--- src/rtl/fas16_seq_arb_if.sv ---
// fas16_seq_arb_if: requester handshakes plus external adder connection for fas16_seq_arb
// slave: the sequencer view (takes requests, drives the adder); master: requesters and adder side.
// Signals: req/gnt/op32/a/b/cin in, done/res/cout out per requester; add_a/add_b/add_ci_n to the adder, add_s/add_co_n back.
interface fas16_seq_arb_if;
    logic        req0, req1, gnt0, gnt1, op32_0, op32_1, cin0, cin1;
    logic        done0, done1, cout0, cout1, add_ci_n, add_co_n;
    logic [31:0] a0, a1, b0, b1, res0, res1;
    logic [15:0] add_a, add_b, add_s;
    modport slave (
        input  req0, req1, op32_0, op32_1, a0, a1, b0, b1, cin0, cin1, add_s, add_co_n,
        output gnt0, gnt1, done0, done1, res0, res1, cout0, cout1, add_a, add_b, add_ci_n
    );
    modport master (
        output req0, req1, op32_0, op32_1, a0, a1, b0, b1, cin0, cin1, add_s, add_co_n,
        input  gnt0, gnt1, done0, done1, res0, res1, cout0, cout1, add_a, add_b, add_ci_n
    );
endinterface

--- src/rtl/fas16_seq_arb.sv ---
// fas16_seq_arb: time-shares one 16-bit inverted-carry adder between two requesters, 16-bit ops in one pass, 32-bit in two
// Ports: sys_clk; reset (asynchronous, active-high); bus (fas16_seq_arb_if.slave) with both requester
//   handshakes (req/gnt/op32/a/b/cin -> done/res/cout) and the adder link (add_a/add_b/add_ci_n -> add_s/add_co_n).
// Parameters: W32_EN=1 honours op32 (two-pass add); PRIO=1 fixed priority to req0, PRIO=0 round-robin.
// Macro FAS16_SEQ_SAT_EN: when defined, a result that carries out saturates to all ones.
module fas16_seq_arb #(
    parameter bit W32_EN = 1'b1,
    parameter bit PRIO   = 1'b0
) (
    input logic            sys_clk,
    input logic            reset,
    fas16_seq_arb_if.slave bus
);
    typedef enum logic [1:0] {IDLE, LO, HI} state_t;
    state_t      state_q;
    logic        own_q, rr_q, op32_q, cin_q, c_lo_q;
    logic        done0_q, done1_q, cout0_q, cout1_q;
    logic [15:0] lo_q;
    logic [31:0] a_q, b_q, res0_q, res1_q, res_w, res_d;
    logic        idle, win1, fin;

    assign idle = state_q == IDLE;
    // rr_q names the requester served last, so the other one wins a tie
    assign win1 = bus.req1 & ~(bus.req0 & (PRIO | rr_q));
    assign bus.gnt0 = idle & bus.req0 & ~win1;
    assign bus.gnt1 = idle & win1;
    assign fin = ((state_q == LO) & ~op32_q) | (state_q == HI);

    assign bus.add_a    = state_q == LO ? a_q[15:0] : state_q == HI ? a_q[31:16] : 16'h0;
    assign bus.add_b    = state_q == LO ? b_q[15:0] : state_q == HI ? b_q[31:16] : 16'h0;
    assign bus.add_ci_n = state_q == LO ? ~cin_q : state_q == HI ? ~c_lo_q : 1'b1;

    // low half is staged in lo_q so res only changes on the owner's done
    assign res_w = state_q == HI ? {bus.add_s, lo_q} : {16'h0, bus.add_s};
`ifdef FAS16_SEQ_SAT_EN
    assign res_d = ~bus.add_co_n ? (state_q == HI ? 32'hFFFF_FFFF : 32'h0000_FFFF) : res_w;
`else
    assign res_d = res_w;
`endif

    assign bus.done0 = done0_q;
    assign bus.done1 = done1_q;
    assign bus.res0  = res0_q;
    assign bus.res1  = res1_q;
    assign bus.cout0 = cout0_q;
    assign bus.cout1 = cout1_q;

    always_ff @(posedge sys_clk or posedge reset) begin
        if (reset) begin
            state_q <= IDLE;
            own_q   <= 1'b0;
            rr_q    <= 1'b1;
            op32_q  <= 1'b0;
            cin_q   <= 1'b0;
            c_lo_q  <= 1'b0;
            lo_q    <= 16'h0;
            a_q     <= 32'h0;
            b_q     <= 32'h0;
            res0_q  <= 32'h0;
            res1_q  <= 32'h0;
            cout0_q <= 1'b0;
            cout1_q <= 1'b0;
            done0_q <= 1'b0;
            done1_q <= 1'b0;
        end else begin
            done0_q <= fin & ~own_q;
            done1_q <= fin & own_q;
            if (fin & ~own_q) begin
                res0_q  <= res_d;
                cout0_q <= ~bus.add_co_n;
            end
            if (fin & own_q) begin
                res1_q  <= res_d;
                cout1_q <= ~bus.add_co_n;
            end
            case (state_q)
                IDLE: if (bus.gnt0 | bus.gnt1) begin
                    own_q   <= win1;
                    rr_q    <= win1;
                    op32_q  <= W32_EN & (win1 ? bus.op32_1 : bus.op32_0);
                    a_q     <= win1 ? bus.a1 : bus.a0;
                    b_q     <= win1 ? bus.b1 : bus.b0;
                    cin_q   <= win1 ? bus.cin1 : bus.cin0;
                    state_q <= LO;
                end
                LO: begin
                    lo_q    <= bus.add_s;
                    c_lo_q  <= ~bus.add_co_n;
                    state_q <= op32_q ? HI : IDLE;
                end
                default: state_q <= IDLE;
            endcase
        end
    end
endmodule
--- src/flat_wrapper.sv ---
// flat-port wrapper written by rule: the top's interface ports become plain ports
module fas16_seq_arb_flat 
#(
    parameter bit W32_EN = 1'b1,
    parameter bit PRIO   = 1'b0
)
  (sys_clk, reset, bus_req0, bus_req1, bus_op32_0, bus_op32_1, bus_a0, bus_a1, bus_b0, bus_b1, bus_cin0, bus_cin1, bus_add_s, bus_add_co_n, bus_gnt0, bus_gnt1, bus_done0, bus_done1, bus_res0, bus_res1, bus_cout0, bus_cout1, bus_add_a, bus_add_b, bus_add_ci_n);
  fas16_seq_arb_if bus_i ();
  input logic sys_clk;
  input logic reset;
  input wire logic [$bits(bus_i.req0)-1:0] bus_req0;
  input wire logic [$bits(bus_i.req1)-1:0] bus_req1;
  input wire logic [$bits(bus_i.op32_0)-1:0] bus_op32_0;
  input wire logic [$bits(bus_i.op32_1)-1:0] bus_op32_1;
  input wire logic [$bits(bus_i.a0)-1:0] bus_a0;
  input wire logic [$bits(bus_i.a1)-1:0] bus_a1;
  input wire logic [$bits(bus_i.b0)-1:0] bus_b0;
  input wire logic [$bits(bus_i.b1)-1:0] bus_b1;
  input wire logic [$bits(bus_i.cin0)-1:0] bus_cin0;
  input wire logic [$bits(bus_i.cin1)-1:0] bus_cin1;
  input wire logic [$bits(bus_i.add_s)-1:0] bus_add_s;
  input wire logic [$bits(bus_i.add_co_n)-1:0] bus_add_co_n;
  output wire logic [$bits(bus_i.gnt0)-1:0] bus_gnt0;
  output wire logic [$bits(bus_i.gnt1)-1:0] bus_gnt1;
  output wire logic [$bits(bus_i.done0)-1:0] bus_done0;
  output wire logic [$bits(bus_i.done1)-1:0] bus_done1;
  output wire logic [$bits(bus_i.res0)-1:0] bus_res0;
  output wire logic [$bits(bus_i.res1)-1:0] bus_res1;
  output wire logic [$bits(bus_i.cout0)-1:0] bus_cout0;
  output wire logic [$bits(bus_i.cout1)-1:0] bus_cout1;
  output wire logic [$bits(bus_i.add_a)-1:0] bus_add_a;
  output wire logic [$bits(bus_i.add_b)-1:0] bus_add_b;
  output wire logic [$bits(bus_i.add_ci_n)-1:0] bus_add_ci_n;
  assign bus_i.req0 = bus_req0;
  assign bus_i.req1 = bus_req1;
  assign bus_i.op32_0 = bus_op32_0;
  assign bus_i.op32_1 = bus_op32_1;
  assign bus_i.a0 = bus_a0;
  assign bus_i.a1 = bus_a1;
  assign bus_i.b0 = bus_b0;
  assign bus_i.b1 = bus_b1;
  assign bus_i.cin0 = bus_cin0;
  assign bus_i.cin1 = bus_cin1;
  assign bus_i.add_s = bus_add_s;
  assign bus_i.add_co_n = bus_add_co_n;
  assign bus_gnt0 = bus_i.gnt0;
  assign bus_gnt1 = bus_i.gnt1;
  assign bus_done0 = bus_i.done0;
  assign bus_done1 = bus_i.done1;
  assign bus_res0 = bus_i.res0;
  assign bus_res1 = bus_i.res1;
  assign bus_cout0 = bus_i.cout0;
  assign bus_cout1 = bus_i.cout1;
  assign bus_add_a = bus_i.add_a;
  assign bus_add_b = bus_i.add_b;
  assign bus_add_ci_n = bus_i.add_ci_n;
  fas16_seq_arb #(.W32_EN(W32_EN), .PRIO(PRIO)) u_core (.sys_clk(sys_clk), .reset(reset), .bus(bus_i));
endmodule
--- config.mk ---
export PLATFORM = sky130hd
export DESIGN_NAME = fas16_seq_arb_flat
export DESIGN_NICKNAME = d
export VERILOG_FILES = /design/src/rtl/fas16_seq_arb_if.sv /design/src/rtl/fas16_seq_arb.sv /design/src/flat_wrapper.sv
export SDC_FILE = /design/constraint.sdc
export NUM_CORES = 1
export LEC_CHECK = 0
export ABC_AREA = 0
export BUFFER_PORTS_ARGS = -buffer_cell sky130_fd_sc_hd__buf_2
export CORE_MARGIN = 2
export CORE_UTILIZATION = 30
export CTS_CLUSTER_SIZE = 20
export DETAILED_ROUTE_END_ITERATION = 12
export PLACE_DENSITY = 0.65
export REMOVE_ABC_BUFFERS = 1
export SKIP_LAST_GASP = 1
export SLEW_MARGIN = 15
export SYNTH_ARGS = -nofsm -noshare
export SYNTH_HDL_FRONTEND = slang
export SYNTH_SLANG_ARGS = --single-unit
--- constraint.sdc ---
create_clock -name sys_clk -period 4.9 [get_ports sys_clk]
set_input_delay 0.735 -clock sys_clk [delete_from_list [all_inputs] [get_ports sys_clk]]
set_output_delay 0.735 -clock sys_clk [all_outputs]
set_load 0.02 [all_outputs]
---- Word level (Yosys, flattened, before mapping) ----
Cells that the tools add are included.
W data, S select, Z words.
operators by class
  bitwise logic cells ..................... 17
  reductions and logical operators ........ 2
  equality and inequality tests ........... 3
  muxes and demuxes ....................... 14
operator list
  operator              count
  $mux W32              3
  $mux W16              4
  $and A1 B1 Y1         8
  $not A1 Y1            7
  $mux W1               4
  $mux W2               2
  $pmux W2 S2           1
  $eq A2 B1 Y1 const B  1
  $eq A2 B2 Y1 const B  1
  $logic_not A2 Y1      1
  $ne A2 B2 Y1 const B  1
  $or A1 B1 Y1          2
  $reduce_and A2 Y1     1
storage, ports and cells
  input port bits ......................... 153
  bits in registers ....................... 155
  output and inout port bits .............. 103

---- Logic depth before layout (Yosys ltp) ----
  word-level depth ........................ 8
  mapped depth ............................ 6
  depth with buffers taken out ............ 4

---- Worst setup path before layout ----
OpenSTA, ideal clock, no wires.
  path kind ............................... input -> output
  from .................................... input port bus_req1
  to ...................................... output port bus_gnt1
  buffers on the path ..................... 3
  arrival ................................. 1.824 ns
  data required time ...................... 4.165 ns
  stages .................................. 5
  slack ................................... 2.341 ns
  cells stage by stage .................... a21bo_1 -> buf_6 -> buf_6 -> buf_6 -> nor3_1
between the ends
  word-level cells in the longest chain between the ends .. 2
ends and longest elaborated chain
  item                line                 RTL
  start: declaration  flat_wrapper.sv:12   input wire logic [$bits(bus_i.req1)-1:0] bus_req1;
  $and A1 B1 Y1       fas16_seq_arb.sv:24  assign win1 = bus.req1 & ~(bus.req0 & (PRIO | rr_q));
  $and A1 B1 Y1       fas16_seq_arb.sv:26  assign bus.gnt1 = idle & win1;
  end: declaration    flat_wrapper.sv:24   output wire logic [$bits(bus_i.gnt1)-1:0] bus_gnt1;
No other way between the ends.

---- Final worst setup path ----
  from .................................... register u_core.state_q[1]
  to ...................................... output port bus_add_b[7]
between the ends
  word-level cells in the longest chain between the ends .. 3
  elaborated cells between the ends (all ways) .. 4
ends and longest elaborated chain
  item                      line                 RTL
  start: declaration        fas16_seq_arb.sv:15  state_t state_q;
  start signal: assignment  fas16_seq_arb.sv:89  state_q <= op32_q ? HI : IDLE;
  $eq A2 B2 Y1              fas16_seq_arb.sv:30  assign bus.add_b = state_q == LO ? b_q[15:0] : state_q == HI ? b_q[31:16] : 16'h0;
  $mux W16                  fas16_seq_arb.sv:30
  $mux W16 *                fas16_seq_arb.sv:30
  end: declaration          flat_wrapper.sv:32   output wire logic [$bits(bus_i.add_b)-1:0] bus_add_b;
Mark *: on every way between the ends. The rest lies on a longest branch, timed or not.

==> impl_metrics.toml <==
[global_routing]
overflow = 0
grt_max_degree = 100
grt_pass1_vias = 5380
grt_usage = 0.146
grt_pass1_wl_um = 29400
antenna_found_initial = 1

[clock_tree]
hold_buffers = 0
cts_setup_buffers = 0
clk_latency_ps = 420
cts_inserted_buffers = 17
root_buffer = "clkbuf_16"
clock-sinks = 155
cts_tree = "done"
ctsResizeCount = 0
clock_path_buffers = 2
clk_pin_slew_ps = 70
htree_levels = 4

[synthesis]
synth-adder-area-share = 0
synth_warnings = 0
synth_compound_area_frac = 0.0884
synthSimpleGateAreaFrac = 0.0117
synthTopCellsByArea = "dfrtp_1, mux2_2, mux2_4, a22o_1, buf_6"
synthCells = 478
synth_xor_area_frac = 0
yosys-mux-area-fraction = 0.329
synth_top_family_by_area = "multiplexers"
ys_seq_area_frac = 0.536
synth_area_leader_cell = "dfrtp_1"
synth_area_mm2 = 0.00724
synth_top_area_share = 0.532
syn_avg_cell_area_um2 = 15.2
synth_seq_cells = 155
yosysUniqueCellTypes = 28

[drt]
routed_via_density = 4.65
vias = 4931
routed_wl_um = 18200
first_iter_violations = 153
ant_nets = 0
drc = 0
routedWlPerCell_um = 17.2
firstDrtPassIters = 4

[setup_path]
cp-end-kind = "output pin"
start_kind = "flip-flop"
required_ps = 4160
r2r_slack_ps = 2310
critPathKind = "reg -> out"
critPathMaxFanout = 26
crit_arrival_ps = 2380

[sta]
maxSlewViolCount = 0
hold_viol_final = 0
fmax_mhz = 321
setup_viol = 0
tightest_slew_ps = 972
finalCritPeriodShare = 0.636
fin_crit_ps = 3120
fin_skew_ps = 12.8
hold_slack_ps = 498
slew_headroom = 0.352
rsz0062_at_grt = "no"

[placement]
placement.io_buffers = 255
routabilityCongestion = 0.744
dpl.hpwl_um = 12100

[die]
io_pins = 256
dieArea_mm2 = 0.0254
coreArea_mm2 = 0.0236
start_util = 0.307
rows = 56
dieWidth_um = 159
die_y_um = 159

[worst_hold_path]
hold_class = "in -> async"

[power_and_ir_drop]
switchingPower_mw = 2.43
power_frac_seq = 0.338
power_leakage_nw = 4.62
p_per_area_mw_per_mm2 = 699
ir_drop_mv = 0.273
p_clk_frac = 0.208
intPower_mw = 4.16
combPwrFrac = 0.454
finalPower_mw = 6.59
switching_share = 0.369

[cells_and_area]
nets = 880
final_layout_size_suffix_gt1_frac = 0.677
area_growth_pct = 30.1

[status]
outcome = "finished clean"

[job]
cap_violations = 0
logic make-up after synthesis:
kind of cell,Yosys count
flops,155
mux,198
simple gates,13
buf+inv,40
compound gates,72
power by group through the flow:
stage | Clock [mW] | Sequential (mW) | Combinational, mW
2_1_floorplan | 0 | 2.46 | 1.90
3_3_place_gp | 0 | 2.23 | 2.97
3_5_place_dp | 0 | 2.23 | 3.02
4_1_cts | 1.42 | 2.22 | 3.02
5_1_grt | 1.47 | 2.31 | 3.21
6_report | 1.37 | 2.23 | 2.99
stage by stage:
step / util / setup slack [ps] / TNS [ps] / instance area (um^2) / std cells
3_5_place_dp: 0.372 / 2170 / 0 / 8790 / 1026
5_1_grt: 0.399 / 1610 / 0 / 9420 / 1059
3_3_place_gp: 0.372 / 2180 / 0 / 8790 / 1026
6_report: 0.399 / 1780 / 0 / 9430 / 1060
4_1_cts: 0.398 / 1750 / 0 / 9400 / 1058
2_1_floorplan: - / -11.5 / -1770 / 7020 / 444
synthesized netlist by cell type, drive strengths merged:
master and count:
o21a 1, nor2b 3, and3b 1, a21bo 1, inv 6, nand2 2, a22o 64, dfrtp 154
nor2 3, a31oi 1, a22oi 1, clkbuf 5, a21oi 2, o21ai 1, or3b 1, buf 29
a21o 1, dfstp 1, nor3b 1, mux2 194, nor3 1, mux2i 4, and2 1
placed cells by master, fill, tap and decap left out, drive strengths merged, types with 2 or more instances in the layout:
master | synthesis | final
clkbuf | 5 | 21
a22o | 64 | 64
nor2 | 3 | 3
clkinv | 0 | 4
inv | 6 | 10
mux2i | 4 | 4
nor2b | 3 | 3
a21oi | 2 | 2
bufinv | 0 | 2
dfrtp | 154 | 154
nand2 | 2 | 2
buf | 29 | 264
mux2 | 194 | 194
critical path: stages, from the launching register on:
cell and delay [ps]:
dfrtp_1 480, nor2b_4 680, buf_4 420, a22o_1 200
buf_2 160
final timing paths:
kind | end | startpoint | cells past startpoint
setup / recovery | bus_add_b[7] | u_core.state_q[1] | 4
hold / removal | u_core.b_q[4] | reset | 2
setup reg to reg | u_core.bus.res1[4] | u_core.state_q[1] | 5
hold reg to reg | u_core.bus.res1[20] | u_core.bus.res1[20] | 1
max in group asynchronous | u_core.rr_q | reset | 3
min in group sys_clk | u_core.bus.res1[20] | u_core.bus.res1[20] | 1
metal layers:
metal	global-route usage	up-vias	wire [um]
li1	-	2272	-
met1	0.186	2491	8440
met2	0.242	146	8590
met3	0.0430	20	916
met4	0.0384	2	242
met5	0	-	13
sequential cells by signal, indices dropped and copies added, names as in the netlist:
| name | flops |
|---|---|
| u_core.a_q | 32 |
| u_core.state_q | 2 |
| u_core.bus.res0 | 32 |
| u_core.own_q | 1 |
| u_core.bus.done1 | 1 |
| u_core.bus.cout1 | 1 |
| u_core.c_lo_q | 1 |
| u_core.rr_q | 1 |
| u_core.b_q | 32 |
| u_core.bus.cout0 | 1 |
| u_core.op32_q | 1 |
| u_core.bus.res1 | 32 |
| u_core.lo_q | 16 |
| u_core.bus.done0 | 1 |
| u_core.cin_q | 1 |
final cells by class:
cell class,count,area (um^2)
clock inverter,11,130
tap,319,399
inverter,6,30.0
timing repair buffer,264,1360
clock buffer,21,480
multi-input combinational,283,3140
sequential,155,3880
antenna,1,2.50
fill,2267,14200
Note: power is estimated with default switching activity, not from simulation.
